**src/rtl/tour_pkg.sv**
```systemverilog
// tour_pkg: shared definitions for the tour command sequencer.
//   - command opcode / heading / square-count encodings
//   - one-hot knight move encoding as presented by TourLogic
//   - leg_t: one leg of a knight move expressed as a cmd_proc command
//   - response codes returned to the host
package tour_pkg;

  // Opcodes
  localparam logic [3:0] OP_MOVE     = 4'h4;
  localparam logic [3:0] OP_MOVE_FAN = 4'h5;

  // Headings
  localparam logic [7:0] HDG_N = 8'h00;
  localparam logic [7:0] HDG_E = 8'hBF;
  localparam logic [7:0] HDG_S = 8'h7F;
  localparam logic [7:0] HDG_W = 8'h3F;

  // Square counts
  localparam logic [3:0] SQ_1 = 4'd1;
  localparam logic [3:0] SQ_2 = 4'd2;

  // One-hot knight moves: first letter/number is the 2-square direction
  typedef enum logic [7:0] {
    MV_N2E1 = 8'h01,
    MV_N2W1 = 8'h02,
    MV_W2N1 = 8'h04,
    MV_W2S1 = 8'h08,
    MV_S2W1 = 8'h10,
    MV_S2E1 = 8'h20,
    MV_E2S1 = 8'h40,
    MV_E2N1 = 8'h80
  } move_e;

  // Command layout {op, hdg, sq}
  typedef struct packed {
    logic [3:0] op;
    logic [7:0] hdg;
    logic [3:0] sq;
  } leg_t;

  // Response codes
  localparam logic [7:0] RESP_DONE = 8'hA5;
  localparam logic [7:0] RESP_BUSY = 8'h5A;
  localparam logic [7:0] RESP_ERR  = 8'hEE;

  // True when exactly one bit is set (zero is not one-hot)
  function automatic logic is_onehot(input logic [7:0] m);
    return (m != 8'h00) && ((m & (m - 8'h01)) == 8'h00);
  endfunction

endpackage

```
**src/rtl/tour_leg_decode.sv**
```systemverilog
// tour_leg_decode: combinational split of one knight move into two leg commands.
// Ports:
//   move       in  8   one-hot move from TourLogic
//   y_first_q  in  1   1: vertical leg first; 0: 2-square leg first
//   last       in  1   current move is the final move of the tour
//   leg1_cmd   out 16  first leg command (always plain MOVE)
//   leg2_cmd   out 16  second leg command (opcode chosen by FAN_MODE)
//   illegal    out 1   move is not one-hot
module tour_leg_decode
  import tour_pkg::*;
#(
  parameter int FAN_MODE = 1
) (
  input  logic [7:0]  move,
  input  logic        y_first_q,
  input  logic        last,
  output logic [15:0] leg1_cmd,
  output logic [15:0] leg2_cmd,
  output logic        illegal
);

  logic [7:0] v_hdg;
  logic [3:0] v_sq;
  logic [7:0] h_hdg;
  logic [3:0] h_sq;
  leg_t       v_leg;
  leg_t       h_leg;
  leg_t       leg1;
  leg_t       leg2;

  // Vertical (N/S) and horizontal (E/W) components of each move
  always_comb begin
    v_hdg = HDG_N;
    v_sq  = SQ_2;
    h_hdg = HDG_E;
    h_sq  = SQ_1;
    case (move)
      MV_N2E1: begin v_hdg = HDG_N; v_sq = SQ_2; h_hdg = HDG_E; h_sq = SQ_1; end
      MV_N2W1: begin v_hdg = HDG_N; v_sq = SQ_2; h_hdg = HDG_W; h_sq = SQ_1; end
      MV_W2N1: begin v_hdg = HDG_N; v_sq = SQ_1; h_hdg = HDG_W; h_sq = SQ_2; end
      MV_W2S1: begin v_hdg = HDG_S; v_sq = SQ_1; h_hdg = HDG_W; h_sq = SQ_2; end
      MV_S2W1: begin v_hdg = HDG_S; v_sq = SQ_2; h_hdg = HDG_W; h_sq = SQ_1; end
      MV_S2E1: begin v_hdg = HDG_S; v_sq = SQ_2; h_hdg = HDG_E; h_sq = SQ_1; end
      MV_E2S1: begin v_hdg = HDG_S; v_sq = SQ_1; h_hdg = HDG_E; h_sq = SQ_2; end
      MV_E2N1: begin v_hdg = HDG_N; v_sq = SQ_1; h_hdg = HDG_E; h_sq = SQ_2; end
      default: ;
    endcase
  end

  always_comb begin
    v_leg = '{op: OP_MOVE, hdg: v_hdg, sq: v_sq};
    h_leg = '{op: OP_MOVE, hdg: h_hdg, sq: h_sq};

    // Without y_first the 2-square leg goes first, whichever axis it is on
    if (y_first_q || (v_sq == SQ_2)) begin
      leg1 = v_leg;
      leg2 = h_leg;
    end else begin
      leg1 = h_leg;
      leg2 = v_leg;
    end

    leg1.op = OP_MOVE;
    if (FAN_MODE == 1)
      leg2.op = OP_MOVE_FAN;
    else if (FAN_MODE == 2)
      leg2.op = last ? OP_MOVE_FAN : OP_MOVE;
    else
      leg2.op = OP_MOVE;
  end

  assign leg1_cmd = leg1;
  assign leg2_cmd = leg2;
  assign illegal  = !is_onehot(move);

endmodule

```
**src/rtl/tour_cmd_seq.sv**
```systemverilog
// tour_cmd_seq: knight tour command sequencer between UART_wrapper/TourLogic and cmd_proc.
// When idle it passes the UART command path straight through; during a tour it
// takes over the bus and replays NUM_MOVES moves, each as two leg commands.
// Ports:
//   clk, rst                  clock, synchronous active-high reset
//   start_tour / abort_tour   tour control pulses
//   y_first                   leg order, latched at start_tour
//   move / mv_indx            one-hot move fetched from TourLogic at mv_indx
//   cmd_UART / cmd_rdy_UART   host command path
//   cmd / cmd_rdy             muxed command to cmd_proc
//   clr_cmd_rdy / send_resp   cmd_proc accept / finish handshakes
//   resp                      status byte (done / in progress / error)
//   tour_busy / tour_done / tour_err  status
module tour_cmd_seq
  import tour_pkg::*;
#(
  parameter int NUM_MOVES   = 24,
  parameter int IDX_W       = $clog2(NUM_MOVES),
  parameter int FAN_MODE    = 1,
  parameter int TIMEOUT_CYC = 0
) (
  input  logic             clk,
  input  logic             rst,
  input  logic             start_tour,
  input  logic             abort_tour,
  input  logic             y_first,
  input  logic [7:0]       move,
  output logic [IDX_W-1:0] mv_indx,
  input  logic [15:0]      cmd_UART,
  input  logic             cmd_rdy_UART,
  output logic [15:0]      cmd,
  output logic             cmd_rdy,
  input  logic             clr_cmd_rdy,
  input  logic             send_resp,
  output logic [7:0]       resp,
  output logic             tour_busy,
  output logic             tour_done,
  output logic             tour_err
);

  typedef enum logic [2:0] {
    S_IDLE,
    S_L1_CMD,
    S_L1_HOLD,
    S_L2_CMD,
    S_L2_HOLD
  } state_e;

  localparam int                WD_W     = $clog2(TIMEOUT_CYC + 1) + 1;
  localparam logic [IDX_W-1:0]  LAST_IDX = IDX_W'(NUM_MOVES - 1);
  localparam logic [WD_W-1:0]   WD_LAST  = (TIMEOUT_CYC == 0) ? '0 : WD_W'(TIMEOUT_CYC - 1);

  state_e          state;
  logic [WD_W-1:0] wdog;
  logic            y_first_q;
  logic            err_q;
  logic            done_q;

  logic            last;
  logic            in_hold;
  logic            timeout;
  logic            illegal;
  logic [15:0]     leg1_cmd;
  logic [15:0]     leg2_cmd;

  assign last    = (mv_indx == LAST_IDX);
  assign in_hold = (state == S_L1_HOLD) || (state == S_L2_HOLD);
  // wdog reaches TIMEOUT_CYC-1 during the TIMEOUT_CYC-th hold cycle
  assign timeout = (TIMEOUT_CYC != 0) && in_hold && (wdog == WD_LAST);

  tour_leg_decode #(
    .FAN_MODE (FAN_MODE)
  ) u_leg_decode (
    .move      (move),
    .y_first_q (y_first_q),
    .last      (last),
    .leg1_cmd  (leg1_cmd),
    .leg2_cmd  (leg2_cmd),
    .illegal   (illegal)
  );

  always_ff @(posedge clk) begin
    if (rst) begin
      state     <= S_IDLE;
      mv_indx   <= '0;
      wdog      <= '0;
      y_first_q <= 1'b1;
      err_q     <= 1'b0;
      done_q    <= 1'b0;
    end else begin
      done_q <= 1'b0;
      if (abort_tour && (state != S_IDLE)) begin
        state <= S_IDLE;
        err_q <= 1'b1;
        wdog  <= '0;
      end else begin
        case (state)
          S_IDLE: begin
            if (start_tour) begin
              mv_indx   <= '0;
              err_q     <= 1'b0;
              y_first_q <= y_first;
              state     <= S_L1_CMD;
            end
          end
          S_L1_CMD: begin
            if (illegal) begin
              err_q <= 1'b1;
              state <= S_IDLE;
            end else if (clr_cmd_rdy) begin
              state <= S_L1_HOLD;
            end
          end
          S_L1_HOLD: begin
            if (timeout) begin
              err_q <= 1'b1;
              wdog  <= '0;
              state <= S_IDLE;
            end else if (send_resp) begin
              wdog  <= '0;
              state <= S_L2_CMD;
            end else if (TIMEOUT_CYC != 0) begin
              wdog <= wdog + 1'b1;
            end
          end
          S_L2_CMD: begin
            if (clr_cmd_rdy)
              state <= S_L2_HOLD;
          end
          S_L2_HOLD: begin
            if (timeout) begin
              err_q <= 1'b1;
              wdog  <= '0;
              state <= S_IDLE;
            end else if (send_resp) begin
              wdog <= '0;
              // mv_indx is left at the last index after completion
              if (last) begin
                done_q <= 1'b1;
                state  <= S_IDLE;
              end else begin
                mv_indx <= mv_indx + 1'b1;
                state   <= S_L1_CMD;
              end
            end else if (TIMEOUT_CYC != 0) begin
              wdog <= wdog + 1'b1;
            end
          end
          default: state <= S_IDLE;
        endcase
      end
    end
  end

  // Output mux: UART pass-through when idle, leg commands while touring
  always_comb begin
    cmd     = cmd_UART;
    cmd_rdy = cmd_rdy_UART;
    resp    = err_q ? RESP_ERR : RESP_DONE;
    if (state != S_IDLE)
      resp = last ? RESP_DONE : RESP_BUSY;
    case (state)
      S_L1_CMD: begin
        cmd     = leg1_cmd;
        cmd_rdy = !illegal;
      end
      S_L1_HOLD: begin
        cmd     = leg1_cmd;
        cmd_rdy = 1'b0;
      end
      S_L2_CMD: begin
        cmd     = leg2_cmd;
        cmd_rdy = 1'b1;
      end
      S_L2_HOLD: begin
        cmd     = leg2_cmd;
        cmd_rdy = 1'b0;
      end
      default: ;
    endcase
  end

  assign tour_busy = (state != S_IDLE);
  assign tour_done = done_q;
  assign tour_err  = err_q;

endmodule

```
**config.mk**
```make
export PLATFORM = sky130hd
export DESIGN_NAME = tour_cmd_seq
export DESIGN_NICKNAME = d
export VERILOG_FILES = /design/src/rtl/tour_pkg.sv /design/src/rtl/tour_leg_decode.sv /design/src/rtl/tour_cmd_seq.sv
export SDC_FILE = /design/constraint.sdc
export NUM_CORES = 1
export LEC_CHECK = 0
export ABC_AREA = 1
export ABC_CLOCK_PERIOD_IN_PS = 2100
export CAP_MARGIN = 15
export CELL_PAD_IN_SITES_DETAIL_PLACEMENT = 0
export CELL_PAD_IN_SITES_GLOBAL_PLACEMENT = 2
export CORE_MARGIN = 10
export CORE_UTILIZATION = 19
export CTS_BUF_LIST = sky130_fd_sc_hd__clkbuf_8 sky130_fd_sc_hd__clkbuf_16
export CTS_CLUSTER_SIZE = 12
export DETAILED_ROUTE_END_ITERATION = 12
export GPL_ROUTABILITY_DRIVEN = 0
export PLACE_DENSITY = 0.89
export SYNTH_ARGS = -nofsm -noshare
export SYNTH_HDL_FRONTEND = slang
export SYNTH_SLANG_ARGS = --single-unit
```
**constraint.sdc**
```tcl
create_clock -name clk -period 2.1 [get_ports clk]
set_input_delay 0.315 -clock clk [delete_from_list [all_inputs] [get_ports clk]]
set_output_delay 0.315 -clock clk [all_outputs]
set_load 0.05 [all_outputs]
```
==> results.md, run 1 <==
* Fillers at 617
* Die Ht at 97.8 um
* Cells after DPL at between 300 and 400
* Syn_nets at about 230
* Final std cells w/o fill at around 360
* Register bit total from synthesis at 11
* Sink Count at 11
* Most frequent cells in the layout: nand2_1, inv_1, clkdlybuf4s50_1
* First-pass GRT wire length at approximately 7300 um
* Async SR Flop Fraction at 0
* Post-synthesis sequential area ratio at 0.191
* Worst Path Buf+Inv at 2
* Data required time of the worst path at about 1800 ps
* Worst Tran Pin Value at 518 ps
* Latest clock arrival within the worst-skew pair at around 230 ps
* Setup CP Type: reg -> out
* DR vias/cell at between 4 and 5
* Cell taking the most area after synthesis: dfxtp_1
* Initial Util at 0.196
* Largest net degree at the start of global routing at 9
* Clk_skew at just over 0.5 ps
* Worst min-delay path category: reg -> reg
* Detail Placement HPWL at 3720 um
* Final core utilization at 0.403
* Core Footprint at 5890 um^2
* Headroom to the max-slew limit at 0.653
* Cell Chain, Critical Path: nor2_1, nand2_2, nand2_2, nor2_4, buf_4, nand2_1, nand3_1, buf_12
* DRC at 0
* Setup ws final at ~110 ps
* Netlist cell types at 29
* Post-synth design cell area at 1150 um^2
* Antenna violations before repair at 0
* Die width at roughly 98 um
* CP arrival at around 1700 ps
* Row cnt at 28
* Post-Synthesis Cells at 200
* Final worst path period share at 0.946
* Number of synthesized flops with an enable pin at 0
* WL met1 at 1930 um
* Ranking of synthesized cells by area: dfxtp_1, nand2_1, inv_1, nand3_1, nor2_1
* Final critical-path required period at about 2000 ps
* Routed wire per std cell at 11.8 um
* Port Buf Inserts at between 60 and 70
* Fmax at 0.503 GHz
* Slowest stage cell, crit path: dfxtp_2
* CTS clk-pin slew, worst paths at 50 ps
* Max clock buf depth at 2
* Commonest non-fill, non-tap cell in the layout: nand2_1
* Drt first pass iters at 4
* Layout cell share with drive strength beyond 1 at 0.380
* Number of global-route vias before repair at between 1500 and 2000
* Overall Global Routing Usage at 0.0867
* CTS tree: done
* Antenna Nets Post-Route at 0
* Status: complete, no violations
* Crit-path leading delay family: simple AND/OR/NAND/NOR gates
* Final Slew Violations at 0
* Final setup vio count at 0
* Pre-CTS WS at -249 ps
* Global route total overflow at 0
* Met2 wire length at 2050 um
* CP peak stage delay at roughly 340 ps
* Top FF cell, synth: dfxtp_1
* YS warnings at 0
* Clock root buffer: clkbuf_8
* Area share of the largest cell type after synthesis at 0.191
* Ant. Diodes at 0
* Met3 WL at between 200 and 250 um
* TNS Setup at 0 ps
* DIE AREA at roughly 9600 um^2
* Crit path top cell by count: nand2_2
* # IOs at 65
* Final hold vios at 0
* Iter 0 DRT Violations at 28
* Area growth syn-to-layout at 106%
* MaxCap Viol Count at 0
* Highest routed layer: met4
* Total CTS buffers at 3
* Routed WL at 4230 um
* Worst setup SP type: flip-flop
* Via Count at 1531
* Fin nets at roughly 320
* Crit Path Max Fanout at 8
* Crit end category: output pin
* H-Tree Depth at 1
* Synth Area per Inst at about 5.8 um^2
[synthesized netlist by cell type, types with 2 or more instances]
cell type   n
nor2_2      5
inv_2       4
nor3_1      3
nand2_1    46
a21oi_1     7
o21ai_0     4
inv_1      31
o211ai_1    2
dfxtp_1    11
nand2_2     8
buf_4       4
nor2_1     27
and3_1      3
nand3_1    21
nand4_1     9
nor2_4      2
[state kept, by name, summed over array words and instances (netlist names)]
signal	flops
state	3
tour_done	1
tour_err	1
y_first_q	1
mv_indx	5
[through the flow]
step	instance area, um^2	hold slack, ps
final	2370	497
after detailed placement	2270	486
after global placement	2270	483
after floorplan	1230	374
after global routing	2370	530
after CTS	2390	493
[logic make-up after synthesis]
kind of cell / count (synthesis) / share of synthesized area
simple gates: 128 / 0.528
buf+inv: 40 / 0.150
compound gates: 19 / 0.112
flops: 11 / 0.191
xor+xnor: 1 / 0.00761
fa+ha+maj: 1 / 0.0109
[worst paths after layout]
check | cells after the start | slack, ps | startpoint | to
min reg2reg | 2 | 500 | mv_indx[4] | mv_indx[4]
min | 2 | 500 | mv_indx[4] | mv_indx[4]
max | 8 | 110 | state[0] | cmd[10]
max reg2reg | 9 | 540 | state[1] | mv_indx[2]
[per-layer routing]
metal  vias up  global-route usage
met1       671               0.105
met3         4              0.0204
met4         0              0.0145
met2        42               0.152
li1        814                   -
met5         -                   0
[area by class of cell]
cell class,instances,area [um^2],share of cell area
Inverter,35,135,0.0569
Multi-Input combinational cell,149,872,0.367
Clock buffer,3,41.3,0.0174
Tap cell,75,93.8,0.0395
Clock inverter,1,3.75,0.00158
Sequential cell,11,238,0.100
Timing Repair Buffer,85,991,0.417
[worst reg2reg max path, cell delays in order, from the launching register on]
cell	delay (ps)
dfxtp_2	350
inv_2	80
nand2_4	70
nor2_4	220
nor2_1	120
nor2_2	130
nand2_1	90
nor2_4	150
and3_1	190
nor3_2	40
[timing repair]
item                                   4_1_cts  5_1_grt
buffers inserted                             1        1
setup endpoints to repair                   16       15
endpoints found under the hold margin        0        0
gates resized for setup                     27       22
hold buffers                                 0        0
pin swaps                                    8       10
Power of run 1 is left out: the tool's default activity adds up to more than one toggle a clock period on the data nets, which glitch-free logic cannot reach.
==> run 2: changes to the inputs <==
--- a/config.mk
+++ b/config.mk
@@ -6,7 +6,7 @@
 export NUM_CORES = 1
 export LEC_CHECK = 0
 export ABC_AREA = 1
-export ABC_CLOCK_PERIOD_IN_PS = 2100
+export ABC_CLOCK_PERIOD_IN_PS = 2500
 export CAP_MARGIN = 15
 export CELL_PAD_IN_SITES_DETAIL_PLACEMENT = 0
 export CELL_PAD_IN_SITES_GLOBAL_PLACEMENT = 2
@@ -16,6 +16,7 @@
 export CTS_CLUSTER_SIZE = 12
 export DETAILED_ROUTE_END_ITERATION = 12
 export GPL_ROUTABILITY_DRIVEN = 0
+export MAX_ROUTING_LAYER = met4
 export PLACE_DENSITY = 0.89
 export SYNTH_ARGS = -nofsm -noshare
 export SYNTH_HDL_FRONTEND = slang
==> constraint.sdc (replaced) <==
create_clock -name clk -period 2.5 [get_ports clk]
set_input_delay 0.375 -clock clk [delete_from_list [all_inputs] [get_ports clk]]
set_output_delay 0.375 -clock clk [all_outputs]
set_load 0.05 [all_outputs]
==> run 2 against run 1 <==
Sequential cell count is the same. Worst setup slack better by 33 ps. Via count down 2.7%. Cell area down 7.1%. Worst hold slack lost 4.6 ps. Global-route usage increased by 0.081 points. First-iteration DRC count rose by 150%. Clock skew is 0.82 ps higher. Critical path depth increased by 1. Non-clock buffer count decreased by 9. Sequential share of layout area grew 0.086 points. Count of clock-buffer cells in the layout stayed put.
==> results.md, run 2 (synthesis results as in run 1) <==
* Final setup vio count at 0
* Iter 0 DRT Violations at 69
* Max clock buf depth at 2
* Number of global-route vias before repair at between 1500 and 2000
* Worst setup SP type: input port
* Hold path startpoint: mv_indx[1]
* Via Count at 1490
* Routed WL at ~4200 um
* Detail Placement HPWL at 3610 um
* Ant. Diodes at 0
* Worst min-delay path category: reg -> reg
* Die Ht at just under 100 um
* CTS tree: done
* Cell Chain, Critical Path: clkdlybuf4s50_1, nor2_2, nand2_1, inv_1, nand4_1, o31ai_4, nand2_2, o211ai_1, clkbuf_16
* Max reg flops at 5
* Antenna violations before repair at 0
* Crit Path Max Fanout at 4
* CP arrival at 1980 ps
* Drt first pass iters at 4
* CP peak stage delay at roughly 450 ps
* Final critical-path required period at 2350 ps
* First-pass GRT wire length at between 7000 and 8000 um
* CTS clk-pin slew, worst paths at 50 ps
* Latest clock arrival within the worst-skew pair at approximately 240 ps
* Fin nets at slightly above 300
* Setup CP Type: in -> out
* Headroom to the max-slew limit at 0.655
* Status: complete, no violations
* Overall Global Routing Usage at 0.0875
* R2R Setup Slk at ~940 ps
* DRC at 0
* Global route total overflow at 0
* R2r startpoint: state[1]
* Hold path cells at 2
* Slowest stage cell, crit path: clkdlybuf4s50_1
* MaxCap Viol Count at 0
* Sink Count at 11
* Area growth syn-to-layout at 91.6%
* Worst Path Buf+Inv at 3
* DR vias/cell at between 4 and 5
* Area after DPL at around 2100 um^2
* Crit-path leading delay family: buffers and inverters
* Reg2Reg Capture Point: mv_indx[2]
* Data required time of the worst path at 2120 ps
* Largest regs: mv_indx x5, state x3
* Final instance area at approximately 2200 um^2
* Routed wire per std cell at approximately 12 um
* Total CTS buffers at 3
* Worst Tran Pin Value at just over 500 ps
* Most frequent cells in the layout: nand2_1, inv_1, clkdlybuf4s50_1
* Layout cell share with drive strength beyond 1 at 0.280
* Clk_skew at 1.33 ps
* Die width at 97.8 um
* DIE AREA at between 9000 and 10000 um^2
* Final Slew Violations at 0
* WHS Endpoint: mv_indx[1]
* Reg2reg path depth at 9
* Commonest non-fill, non-tap cell in the layout: nand2_1
* H-Tree Depth at 1
* Antenna Nets Post-Route at 0
* Crit end category: output pin
* Initial Util at 0.196
* Row cnt at 28
* Largest net degree at the start of global routing at 8
* # IOs at 65
* Largest register by flop count: mv_indx
* Final worst path period share at 0.942
* Port Buf Inserts at 64
* Clock root buffer: clkbuf_8
* Final hold vios at 0
* Fmax at about 0.42 GHz
* Core Footprint at slightly below 6000 um^2
[run 2: cell types whose count changed in the layout (fill, tap and decap cells not counted), sizes merged]
| cell | previous run | this run |
|---|---|---|
| buf | 45 | 36 |
| clkinvlp | 1 | 0 |
| clkdlybuf4s50 | 30 | 32 |
| clkbuf | 13 | 4 |
| dlymetal6s2s | 0 | 7 |
| inv | 35 | 36 |
[run 2: how the worst max path moves through the flow]
| stage | startpoint | to | slack [ps] | depth (start not counted) |
|---|---|---|---|---|
| finish | move[7] | cmd[1] | 150 | 9 |
| global placement | move[0] | cmd[5] | 90 | 10 |
| CTS | move[2] | cmd[9] | 60 | 10 |
| detailed placement | move[2] | cmd[4] | 80 | 10 |
| floorplan | mv_indx[3] | resp[3] | 10 | 7 |
| global route | state[2] | cmd[9] | -4 | 8 |
[run 2: per-stage QoR]
stage	setup WS, ps	utilization	cells	TNS, ps	hold slack, ps
2_1_floorplan	12.7	-	200	0	437
3_3_place_gp	93.4	0.354	346	0	480
3_5_place_dp	75.5	0.354	346	0	483
4_1_cts	58.0	0.361	350	0	492
5_1_grt	-3.57	0.375	350	-3.57	511
6_report	146	0.375	350	0	492
[run 2: timing repair]
item / in CTS / in global routing
buffers inserted: 0 / 0
resized for setup: 0 / 22
hold buffers: 0 / 0
endpoints found under the setup margin: 0 / 11
[run 2: routing by layer]
layer / vias up / wire (um) / global-route usage
li1: 793 / - / -
met5: - / 0 / -
met4: 0 / 36 / 0.0168
met1: 651 / 2070 / 0.112
met3: 4 / 198 / 0.0155
met2: 42 / 1900 / 0.140
[run 2: area by class of cell]
type / count / area [um^2]
repair buffers: 76 / 878
inverters: 35 / 131
clock buffers: 3 / 41.3
well taps: 75 / 93.8
clock inverters: 1 / 3.75
flip-flops and latches: 11 / 223
multi-input cells: 149 / 835
fillers: 619 / 3680
[run 2: worst reg2reg max path: stages (launching register included)]
cell and delay (ps):
dfxtp_1 360, inv_2 100, nand2_4 70, nor2_4 210, nor2_1 120, nor2_2 130
nand2_1 90, nor2_4 140, and3_1 190, nor3_2 40
Power of run 2 is left out for the same reason.
==> run 3: changes to the inputs <==
--- a/config.mk
+++ b/config.mk
@@ -13,11 +13,11 @@
 export CORE_MARGIN = 10
 export CORE_UTILIZATION = 19
 export CTS_BUF_LIST = sky130_fd_sc_hd__clkbuf_8 sky130_fd_sc_hd__clkbuf_16
-export CTS_CLUSTER_SIZE = 12
 export DETAILED_ROUTE_END_ITERATION = 12
 export GPL_ROUTABILITY_DRIVEN = 0
 export MAX_ROUTING_LAYER = met4
 export PLACE_DENSITY = 0.89
+export RECOVER_POWER = 25
 export SYNTH_ARGS = -nofsm -noshare
 export SYNTH_HDL_FRONTEND = slang
 export SYNTH_SLANG_ARGS = --single-unit
==> run 3 against run 2 <==
Worst hold slack barely moved. Final cell count unchanged. Non-clock buffer count unchanged. Routed wire length fell by 0.19%. Maximum frequency about the same. Sequential cell count stayed put. Register-to-register slack got worse by 190 ps. Clock skew about the same. Critical path depth unchanged. Sequential share of layout area up 0.092 points. Via count decreased by 0.67%. Die area unchanged. Critical endpoint unchanged. Largest cell class unchanged. Highest routed layer unchanged.
==> results.md, run 3 (synthesis results as in run 1) <==
* Status: complete, no violations
* Final std cells w/o fill at 350
* Post-CTS Hold Fix Bufs at 0
* Sink Count at 11
* H-Tree Depth at 1
* Routed WL at 4200 um
* Fmax at about 0.42 GHz
* DR vias/cell at around 4.2
* # IOs at between 60 and 70
* Largest register by flop count: mv_indx
* Antenna Nets Post-Route at 0
* Commonest non-fill, non-tap cell in the layout: nand2_1
* Cells after DPL at 346
* Antenna violations before repair at 0
* Setup CP Type: in -> out
* CP peak stage delay at between 400 and 500 ps
* DIE AREA at about 9600 um^2
* Final hold vios at 0
* Fin nets at between 300 and 400
* DRC at 0
* Final setup vio count at 0
* CTS clk-pin slew, worst paths at 50 ps
* Clock root buffer: clkbuf_8
* Multi-input logic area at about 810 um^2
* Worst min-delay path category: reg -> reg
* Detail Placement HPWL at 3610 um
* Flip-flop and latch area at between 200 and 250 um^2
* MaxCap Viol Count at 0
* Hold path startpoint: mv_indx[1]
* Worst setup SP type: input port
* Die Ht at 97.8 um
* Worst Path Buf+Inv at 3
* Global route total overflow at 0
* Iter 0 DRT Violations at 74
* Worst Tran Pin Value at approximately 520 ps
* Post-CTS sizing at 0
* Total CTS buffers at 3
* Clk_skew at 0.947 ps
* Fillers at between 600 and 700
* Final worst path period share at 0.942
* Layout cell share with drive strength beyond 1 at 0.262
* Ant. Diodes at 0
* Initial Util at 0.196
* Worst Hold Slack at between 400 and 500 ps
* Via Count at 1480
* Crit end category: output pin
* Final critical-path required period at 2350 ps
* Overall Global Routing Usage at 0.0875
* Final Slew Violations at 0
* Largest net degree at the start of global routing at 8
* Critical Path Source: move[7]
* Crit-path leading delay family: buffers and inverters
* Most frequent cells in the layout: nand2_1, inv_1, clkdlybuf4s50_1
* Slowest stage cell, crit path: clkdlybuf4s50_1
* Headroom to the max-slew limit at 0.655
* Area growth syn-to-layout at 89.9%
* Max reg flops at 5
* Routed wire per std cell at around 12 um
* Die width at 97.8 um
* First-pass GRT wire length at around 7000 um
* R2r startpoint: state[1]
* Cell Chain, Critical Path: clkdlybuf4s50_1, nor2_2, nand2_1, inv_1, nand4_1, o31ai_4, nand2_2, o211ai_1, clkbuf_16
* Core Footprint at a little under 6000 um^2
* Row cnt at 28
* Drt first pass iters at 4
* Number of global-route vias before repair at 1521
* Latest clock arrival within the worst-skew pair at 240 ps
* Max clock buf depth at 2
* Crit Path Max Fanout at 4
* CTS tree: done
* Final core utilization at 0.371
* CP arrival at between 1500 and 2000 ps
* Port Buf Inserts at 64
* Post-CTS Setup Repair Bufs at 0
* Data required time of the worst path at 2120 ps
* Largest regs: mv_indx x5, state x3
==> run 3: cell types whose count changed in the layout (fill, tap and decap cells not counted) <==
cell | previous run | this run
nand2_1 | 44 | 47
nand2_2 | 9 | 7
inv_1 | 32 | 33
inv_2 | 4 | 3
nand2_4 | 2 | 1
nor2_1 | 25 | 26
nor2_4 | 4 | 3
o21ai_0 | 4 | 5
o21ai_1 | 1 | 0
==> run 3: layout make-up <==
cell class,count,area share
repair buffers,76,0.402
clock inverters,1,0.00172
multi-input cells,149,0.373
clock buffers,3,0.0189
well taps,75,0.0429
inverters,35,0.0601
flip-flops and latches,11,0.102
==> run 3: routing by layer <==
layer	share of wire	GRT usage	vias up
met1	0.50	0.112	639
li1	-	-	793
met2	0.45	0.140	44
met5	0	-	-
met3	0.046	0.0155	4
met4	0.0081	0.0168	0
==> run 3: worst min-delay path, stage by stage, from the launching register on <==
cell     delay (ps)
dfxtp_2         340
nand2_1          60
a21oi_1          50
==> run 3: worst paths after layout <==
path	cells after the start	slack, ps	to
worst max-delay path	9	150	cmd[1]
worst min-delay path	2	490	mv_indx[1]
worst max register to register	9	750	mv_indx[2]
worst min register to register	2	490	mv_indx[1]
==> run 3: per-stage QoR <==
stage	TNS, ps	worst slack [ps]	instance area [um^2]
4_1_cts	0	58.0	2130
3_5_place_dp	0	75.5	2080
2_1_floorplan	0	12.7	1170
6_report	0	145	2190
3_3_place_gp	0	93.4	2080
5_1_grt	-3.57	-3.57	2190
Power of run 3 is left out for the same reason.
